==> src/rtl/seg_scan_display.sv <==
// Multiplexed seven-segment scanner: captures a hex word, swaps the shown copy only at
// frame wrap, blanks leading zeros and drives registered, polarity-adjusted display pins.
module seg_scan_display #(
  parameter int NUM_DIGITS     = 8,
  parameter int REFRESH_DIV    = 100000,
  parameter bit SEG_ACTIVE_LOW = 1'b1,
  parameter bit AN_ACTIVE_LOW  = 1'b1,
  localparam int IW = (NUM_DIGITS > 1) ? $clog2(NUM_DIGITS) : 1,
  localparam int PW = $clog2(REFRESH_DIV)
) (
  input  logic                      clk,
  input  logic                      reset,
  input  logic [4*NUM_DIGITS-1:0]   data_in,
  input  logic                      data_valid,
  input  logic                      hold,
  input  logic                      blank_lz_en,
  input  logic [NUM_DIGITS-1:0]     dp_mask,
  output logic [6:0]                seg,
  output logic                      dp,
  output logic [NUM_DIGITS-1:0]     anode,
  output logic [IW-1:0]             digit_idx,
  output logic                      frame_done,
  output logic [4*NUM_DIGITS-1:0]   captured
);

  localparam logic [6:0]            SEG_OFF = SEG_ACTIVE_LOW ? 7'h7F : 7'h00;
  localparam logic                  DP_OFF  = SEG_ACTIVE_LOW ? 1'b1 : 1'b0;
  localparam logic [NUM_DIGITS-1:0] AN_OFF  = AN_ACTIVE_LOW ? {NUM_DIGITS{1'b1}} : {NUM_DIGITS{1'b0}};

  logic [PW-1:0]           prescaler_q, prescaler_d;
  logic [IW-1:0]           digit_idx_q, digit_idx_d;
  logic [4*NUM_DIGITS-1:0] captured_q, captured_d;
  logic [4*NUM_DIGITS-1:0] display_q, display_d;
  logic                    frame_done_q, frame_done_d;
  logic [6:0]              seg_q, seg_d;
  logic                    dp_q, dp_d;
  logic [NUM_DIGITS-1:0]   anode_q, anode_d;

  logic                    tick_s;
  logic                    wrap_s;
  logic [3:0]              nib_s;
  logic                    dp_sel_s;
  logic                    zero_run_s;
  logic                    zero_sel_s;
  logic                    blank_s;
  logic [NUM_DIGITS-1:0]   an_hot_s;

  // Standard {g,f,e,d,c,b,a} pattern with 1 meaning lit
  function automatic logic [6:0] hex7(input logic [3:0] v);
    logic [6:0] r;
    case (v)
      4'h0:    r = 7'b0111111;
      4'h1:    r = 7'b0000110;
      4'h2:    r = 7'b1011011;
      4'h3:    r = 7'b1001111;
      4'h4:    r = 7'b1100110;
      4'h5:    r = 7'b1101101;
      4'h6:    r = 7'b1111101;
      4'h7:    r = 7'b0000111;
      4'h8:    r = 7'b1111111;
      4'h9:    r = 7'b1101111;
      4'hA:    r = 7'b1110111;
      4'hB:    r = 7'b1111100;
      4'hC:    r = 7'b0111001;
      4'hD:    r = 7'b1011110;
      4'hE:    r = 7'b1111001;
      4'hF:    r = 7'b1110001;
      default: r = 7'b0000000;
    endcase
    return r;
  endfunction

  // Scan timing, capture and frame-boundary swap of the displayed word
  always_comb begin
    tick_s       = (prescaler_q == PW'(REFRESH_DIV - 1));
    wrap_s       = tick_s && (digit_idx_q == IW'(NUM_DIGITS - 1));
    prescaler_d  = prescaler_q + PW'(1);
    digit_idx_d  = digit_idx_q;
    captured_d   = captured_q;
    display_d    = display_q;
    frame_done_d = wrap_s;
    if (tick_s) begin
      prescaler_d = {PW{1'b0}};
      if (wrap_s) begin
        digit_idx_d = {IW{1'b0}};
        display_d   = captured_q;
      end else begin
        digit_idx_d = digit_idx_q + IW'(1);
      end
    end else begin
      prescaler_d = prescaler_q + PW'(1);
    end
    if (data_valid && !hold) begin
      captured_d = data_in;
    end else begin
      captured_d = captured_q;
    end
  end

  // Select the active nibble; zero_run_s tracks "all nibbles from the top down to i are zero"
  always_comb begin
    nib_s      = 4'h0;
    dp_sel_s   = 1'b0;
    zero_run_s = 1'b1;
    zero_sel_s = 1'b0;
    an_hot_s   = {NUM_DIGITS{1'b0}};
    for (int i = NUM_DIGITS - 1; i >= 0; i--) begin
      zero_run_s = zero_run_s && (display_q[4*i +: 4] == 4'h0);
      if (IW'(i) == digit_idx_q) begin
        nib_s       = display_q[4*i +: 4];
        dp_sel_s    = dp_mask[i];
        zero_sel_s  = zero_run_s;
        an_hot_s[i] = 1'b1;
      end else begin
        an_hot_s[i] = 1'b0;
      end
    end
    blank_s = blank_lz_en && (digit_idx_q != {IW{1'b0}}) && !dp_sel_s && zero_sel_s;
  end

  // Next values of the registered display pins
  always_comb begin
    seg_d   = SEG_OFF;
    dp_d    = DP_OFF;
    anode_d = AN_OFF;
    if (blank_s) begin
      seg_d   = SEG_OFF;
      dp_d    = DP_OFF;
      anode_d = AN_OFF;
    end else begin
      seg_d   = SEG_ACTIVE_LOW ? ~hex7(nib_s) : hex7(nib_s);
      dp_d    = dp_sel_s ? ~DP_OFF : DP_OFF;
      anode_d = AN_ACTIVE_LOW ? ~an_hot_s : an_hot_s;
    end
  end

  // State and output registers with synchronous active-low reset
  always_ff @(posedge clk) begin
    if (!reset) begin
      prescaler_q  <= {PW{1'b0}};
      digit_idx_q  <= {IW{1'b0}};
      captured_q   <= {(4*NUM_DIGITS){1'b0}};
      display_q    <= {(4*NUM_DIGITS){1'b0}};
      frame_done_q <= 1'b0;
      seg_q        <= SEG_OFF;
      dp_q         <= DP_OFF;
      anode_q      <= AN_OFF;
    end else begin
      prescaler_q  <= prescaler_d;
      digit_idx_q  <= digit_idx_d;
      captured_q   <= captured_d;
      display_q    <= display_d;
      frame_done_q <= frame_done_d;
      seg_q        <= seg_d;
      dp_q         <= dp_d;
      anode_q      <= anode_d;
    end
  end

  assign seg        = seg_q;
  assign dp         = dp_q;
  assign anode      = anode_q;
  assign digit_idx  = digit_idx_q;
  assign frame_done = frame_done_q;
  assign captured   = captured_q;

endmodule

==> config.mk <==
export PLATFORM = sky130hd
export DESIGN_NAME = seg_scan_display
export DESIGN_NICKNAME = d
export VERILOG_FILES = /design/src/rtl/seg_scan_display.sv
export SDC_FILE = /design/constraint.sdc
export NUM_CORES = 1
export LEC_CHECK = 0
export CAP_MARGIN = 20
export CORE_ASPECT_RATIO = 1.75
export CORE_UTILIZATION = 30
export DETAILED_ROUTE_END_ITERATION = 12
export PLACE_DENSITY_LB_ADDON = 0.25
export SYNTH_ARGS = -nofsm -noshare
export SYNTH_HDL_FRONTEND = slang
export SYNTH_SLANG_ARGS = --single-unit
==> constraint.sdc <==
create_clock -name clk -period 2.7 [get_ports clk]
set_input_delay 0.54 -clock clk [delete_from_list [all_inputs] [get_ports clk]]
set_output_delay 0.54 -clock clk [all_outputs]
set_load 0.005 [all_outputs]
* Yosys cells after proc, flatten, opt, wreduce, memory -nomap -nowiden
Memory sizes are Yosys's and may differ from the RTL's.
Cells that the tools add are included.
Widths: inputs -> output; s select.
** Word-level totals
- Bits in registers :: 101
- Logic and storage cells :: 85
- Memories :: 1
- ROM bits :: 112
- Output and inout bits :: 52
- Memory bits (writable) :: 0
- Latch bits :: 0
- Input port bits :: 45
** Memories
- (no name shown) :: depth 16, bits a word 7, read ports 1, clocked after memory_dff 0, write ports 0, RTL line 51 : case (v)
** Cells by class
- Equal/unequal tests :: 9
- $lt $le $gt $ge :: 0
- Divide/modulo/power cells :: 0
- Bitwise gates (word level) :: 3
- Mux-type cells :: 35
- Shift-type cells :: 0
- Reduce and logical (&&, ||, !) cells :: 27
- Multiply operators :: 0
- Add/sub/neg operators :: 2
** Operators with widths (number)
- $logic_not 4->1 :: 8
- $mux 4 :: 8
- $mux 1 :: 25
- $add 17x1->17 const B :: 1
- $eq 17x17->1 const B :: 1
- $eq 3x3->1 const A :: 4
- $logic_and 1x1->1 :: 12
- $not 8->8 :: 1
- $mux 7 :: 1
- $not 7->7 :: 1
- $eq 2x3->1 const A :: 2
- $reduce_or 2->1 :: 2
- $add 3x1->3 const B :: 1
- $eq 1x3->1 const A :: 1
- $eq 3x3->1 const B :: 1
- $logic_not 3->1 :: 1
- $mux 3 :: 1
- $reduce_bool 3->1 :: 1
- $logic_not 1->1 :: 2
- $reduce_and 2->1 :: 1
- $not 1->1 :: 1

* Depth between registers and ports, before layout
- Depth after elaboration :: 14
- Depth in mapped cells :: 13
- Depth with buffers taken out :: 11

* Least setup slack after synthesis
OpenSTA, ideal clock, no wires.
- Path kind :: register to register
- Start :: reg digit_idx_q[0] (netlist: digit_idx[0])
- End :: reg seg_q[3] (netlist: seg[3])
- Period minus slack after synthesis :: 2.770 ns
- Stages on the path, launching flop included :: 13
- Path buffers :: 1
- Library setup time :: 0.120 ns
- Required time :: 2.580 ns
- Path slack :: -0.070 ns
- Arrival :: 2.650 ns
- Path through :: dfxtp_1 > inv_1 > ha_1 > buf_6 > and3b_4 > a221oi_1 > o21ai_0 > a211oi_1 > inv_1 > ha_1 > o21ai_0 > o211ai_1 > a211o_1
** Between the ends
- Word-level cells in the longest chain between the ends :: 13
- Elaborated cells between the ends (all ways) :: 41
- Those cells by class :: eq/ne (7); mux (25); bitwise (1); reduce/logical (7); memory (1)
** Ends and longest elaborated chain
- from (decl) :: RTL line 31 : logic [IW-1:0] digit_idx_q, digit_idx_d;
- from (signal assigned) :: RTL line 141 : digit_idx_q <= {IW{1'b0}};
- from (signal assigned) :: RTL line 150 : digit_idx_q <= digit_idx_d;
- parallel branches: the longest is 13 deep, another holds $mem_v2 16x7
- to (signal assigned) :: RTL line 154 : seg_q <= seg_d;
- to (decl) :: RTL line 35 : logic [6:0] seg_q, seg_d;
Parallel ways; which one is timed is not known. The select of a mux whose other input is x is not followed.
A chain may end at the register's enable or synchronous reset.

* Worst setup path after layout
Ends and elaborated chain as after synthesis.

==> impl_metrics.tcl <==
set metrics [dict create \
    status "complete, no violations" \
    synth.cell_area_um2 4496 \
    dp_hpwl_um 9750 \
    synth.top_cells.by_count "dfxtp_1 (101), nand2_1 (84), a21boi_0 (33), a22o_1 (33), nor2_1 (29)" \
    ys_ff_latch 101 \
    worstPathMaxFanout 7 \
    synthMuxAreaShare 0.006680 \
    vias_per_cell 5.060 \
    synth_area_leader_cell "dfxtp_1" \
    max_cap_violations 0 \
    fin_crit_ps 2564 \
    initial_core_util 0.3097 \
    cp-start-kind "flip-flop" \
    initialDrtViolationCount 158 \
    ys_warn_count 0 \
    die_width_um 94.54 \
    avgSynthCellArea_um2 9.064 \
    ant_nets 0 \
    cts_buffer_depth 2 \
    slew_viol_final 0 \
    syn-num-nets 555 \
    place_ws_ps -34.38 \
    reg2reg_depth 11 \
    firstDrtPassIters 5 \
    achievable-frequency_mhz 390.0 \
    ys_seq_area_frac 0.4498 \
    power_leakage_nw 2.249 \
    post_cts_buffers 0 \
    worstSetupPathType "flip-flop to flip-flop" \
    async_flop_share 0 \
    clock_sinks 101 \
    wl_per_cell_um 16.05 \
    nNetsFinal 657 \
    synth_compound_area_frac 0.2160 \
    grt_start_max_net_pins 35 \
    drc_errors 0 \
    tns_ps 0 \
    crit_path_end_kind "flip-flop" \
    ys_top_cells_by_area "dfxtp_1 (45%), nand2_1 (7.0%), a22o_1 (6.4%)" \
    grt_overflow_total 0 \
    crit_arrival_ps 2800 \
    track_usage 0.1678 \
    power_density_nw_per_um2 507.7 \
    drive_gt1_frac 0.1161 \
    synth-simple-area-share 0.2099 \
    tightest_slew_ps 576.8 \
    synth_top_family_by_area "compound AO/OA/AOI/OAI gates" \
    yosysMostFrequentCell "dfxtp_1" \
    crit_required_ps 2930 \
    post-route-period-util 0.9497 \
    skew_ps 10.22 \
    synth_cells 496 \
    io_pins 97 \
    layout_setup_ws_ps 135.7 \
    synthAdderAreaFrac 0.03896 \
    tritoncts "yes" \
    netlist.area_leader.share 0.4498 \
    synthXorXnorAreaFrac 0.03312 \
    peakVddDrop_mv 0.2391 \
    synth.distinct_cells 66 \
    synth_edf_count 0 \
    grt_pass1_vias 3960 \
    root_buffer "clkbuf_16" \
    io_buffers 96 \
    cts.clk_slew.worst_paths_ps 70 \
    grt_pass1_wl_um 20000 \
    area_delta_synth_final_pct 35.62 \
    totalWireLength_um 12570 \
    max-slew-margin-rel 0.6155 \
    clk_latency_ps 350 \
    synth_ff_type "dfxtp_1" \
    cts_buffers 9 \
    rsz0062_at_grt "false" \
    coreArea_um2 14510 \
    hold_path.class "flip-flop to flip-flop" \
    die_area_um2 15500 \
    htreeDepth 3 \
    holdPathStages 1 \
    hold_viol 0 \
    gp_congestion 0.9041 \
    diodes 0 \
    antenna_found_initial 0 \
    setup_viol 0 \
    die_h_um 163.9 \
    rows 58 \
    vias 3962 \
    ctsHoldBuffers 0 \
]
## power by group
part	internal (mW)	leakage (nW)	switching, mW
Combinational	0.133	1.28	0.0818
Clock	0.734	0.145	0.601
Sequential	1.52	0.822	0.0253
## sequential cells by signal, indices dropped and copies added, names as in the netlist
| register | cells |
|---|---|
| seg | 7 |
| prescaler_q | 17 |
| digit_idx | 3 |
| frame_done | 1 |
| display_q | 32 |
| captured | 32 |
| dp | 1 |
| anode | 8 |
## worst max-delay path: stages, from the launching register on
cell	delay (ps)
dfxtp_2	340
ha_1	240
ha_4	190
buf_4	160
a221oi_1	270
o21ai_1	120
a211oi_2	210
inv_1	110
ha_1	300
o21ai_0	90
o211ai_1	110
a211o_1	300
## worst paths after layout
path                         end  slack, ps            from
setup / recovery          seg[3]        140    digit_idx[0]
hold / removal    prescaler_q[0]        480  prescaler_q[0]
setup reg to reg          seg[3]        140    digit_idx[0]
hold reg to reg   prescaler_q[0]        480  prescaler_q[0]
## kinds of logic after synthesis
family / after synthesis
AND/OR/NAND/NOR: 192
AO/OA/AOI/OAI: 122
flip-flops: 101
buffers and inverters: 47
XOR/XNOR: 17
adder cells (fa/ha/maj): 14
multiplexers: 3
## placed cells by master, fill, tap and decap left out, types with 3 or more instances in the layout
cell / count
and3_1: 3
buf_4: 28
nand2_1: 84
xor2_1: 11
nor3_1: 4
ha_1: 11
mux2i_1: 3
a21boi_0: 33
xnor2_1: 6
nor4_1: 5
o211ai_1: 5
clkbuf_16: 9
nand3_2: 3
a21oi_1: 11
nor2b_1: 5
clkdlybuf4s50_1: 96
a22o_1: 33
nand4_1: 5
nand3_1: 21
nor2_1: 29
and2_1: 3
dfxtp_1: 99
inv_1: 12
o21ai_0: 8
or3_1: 6
nand2b_1: 5
## metal layers
layer / wire, um / global-route usage
met1: 4945 / 0.1825
met4: 567 / 0.09091
met3: 561 / 0.03519
met2: 6498 / 0.2981
met5: 0 / 0
## layout make-up
| type | instances | area, um2 |
|---|---|---|
| inverters | 14 | 52.55 |
| multi-input cells | 348 | 2316 |
| well taps | 180 | 225.2 |
| clock buffers | 9 | 225.2 |
| repair buffers | 124 | 1171 |
| clock inverters | 7 | 82.58 |
| flip-flops and latches | 101 | 2024 |
| fillers | 1493 | 8417 |
## metrics by stage
stage | hold slack [ps] | util | area [um2] | instances | total power, mW
6_report | 479.8 | 0.4201 | 6097 | 783 | 3.095
3_5_place_dp | 465.0 | 0.3962 | 5751 | 767 | 1.799
2_1_floorplan | 430.5 | - | 4501 | 496 | 1.646
4_1_cts | 482.0 | 0.4181 | 6068 | 783 | 3.137
5_1_grt | 501.7 | 0.4201 | 6097 | 783 | 3.209
3_3_place_gp | 457.5 | 0.3962 | 5751 | 767 | 1.796
## timing repair
item,in CTS,in global routing
gates resized for setup,4,7
pin swaps,0,0
endpoints found under the setup margin,2,10
No activity file was read; power rests on OpenSTA's default activity.
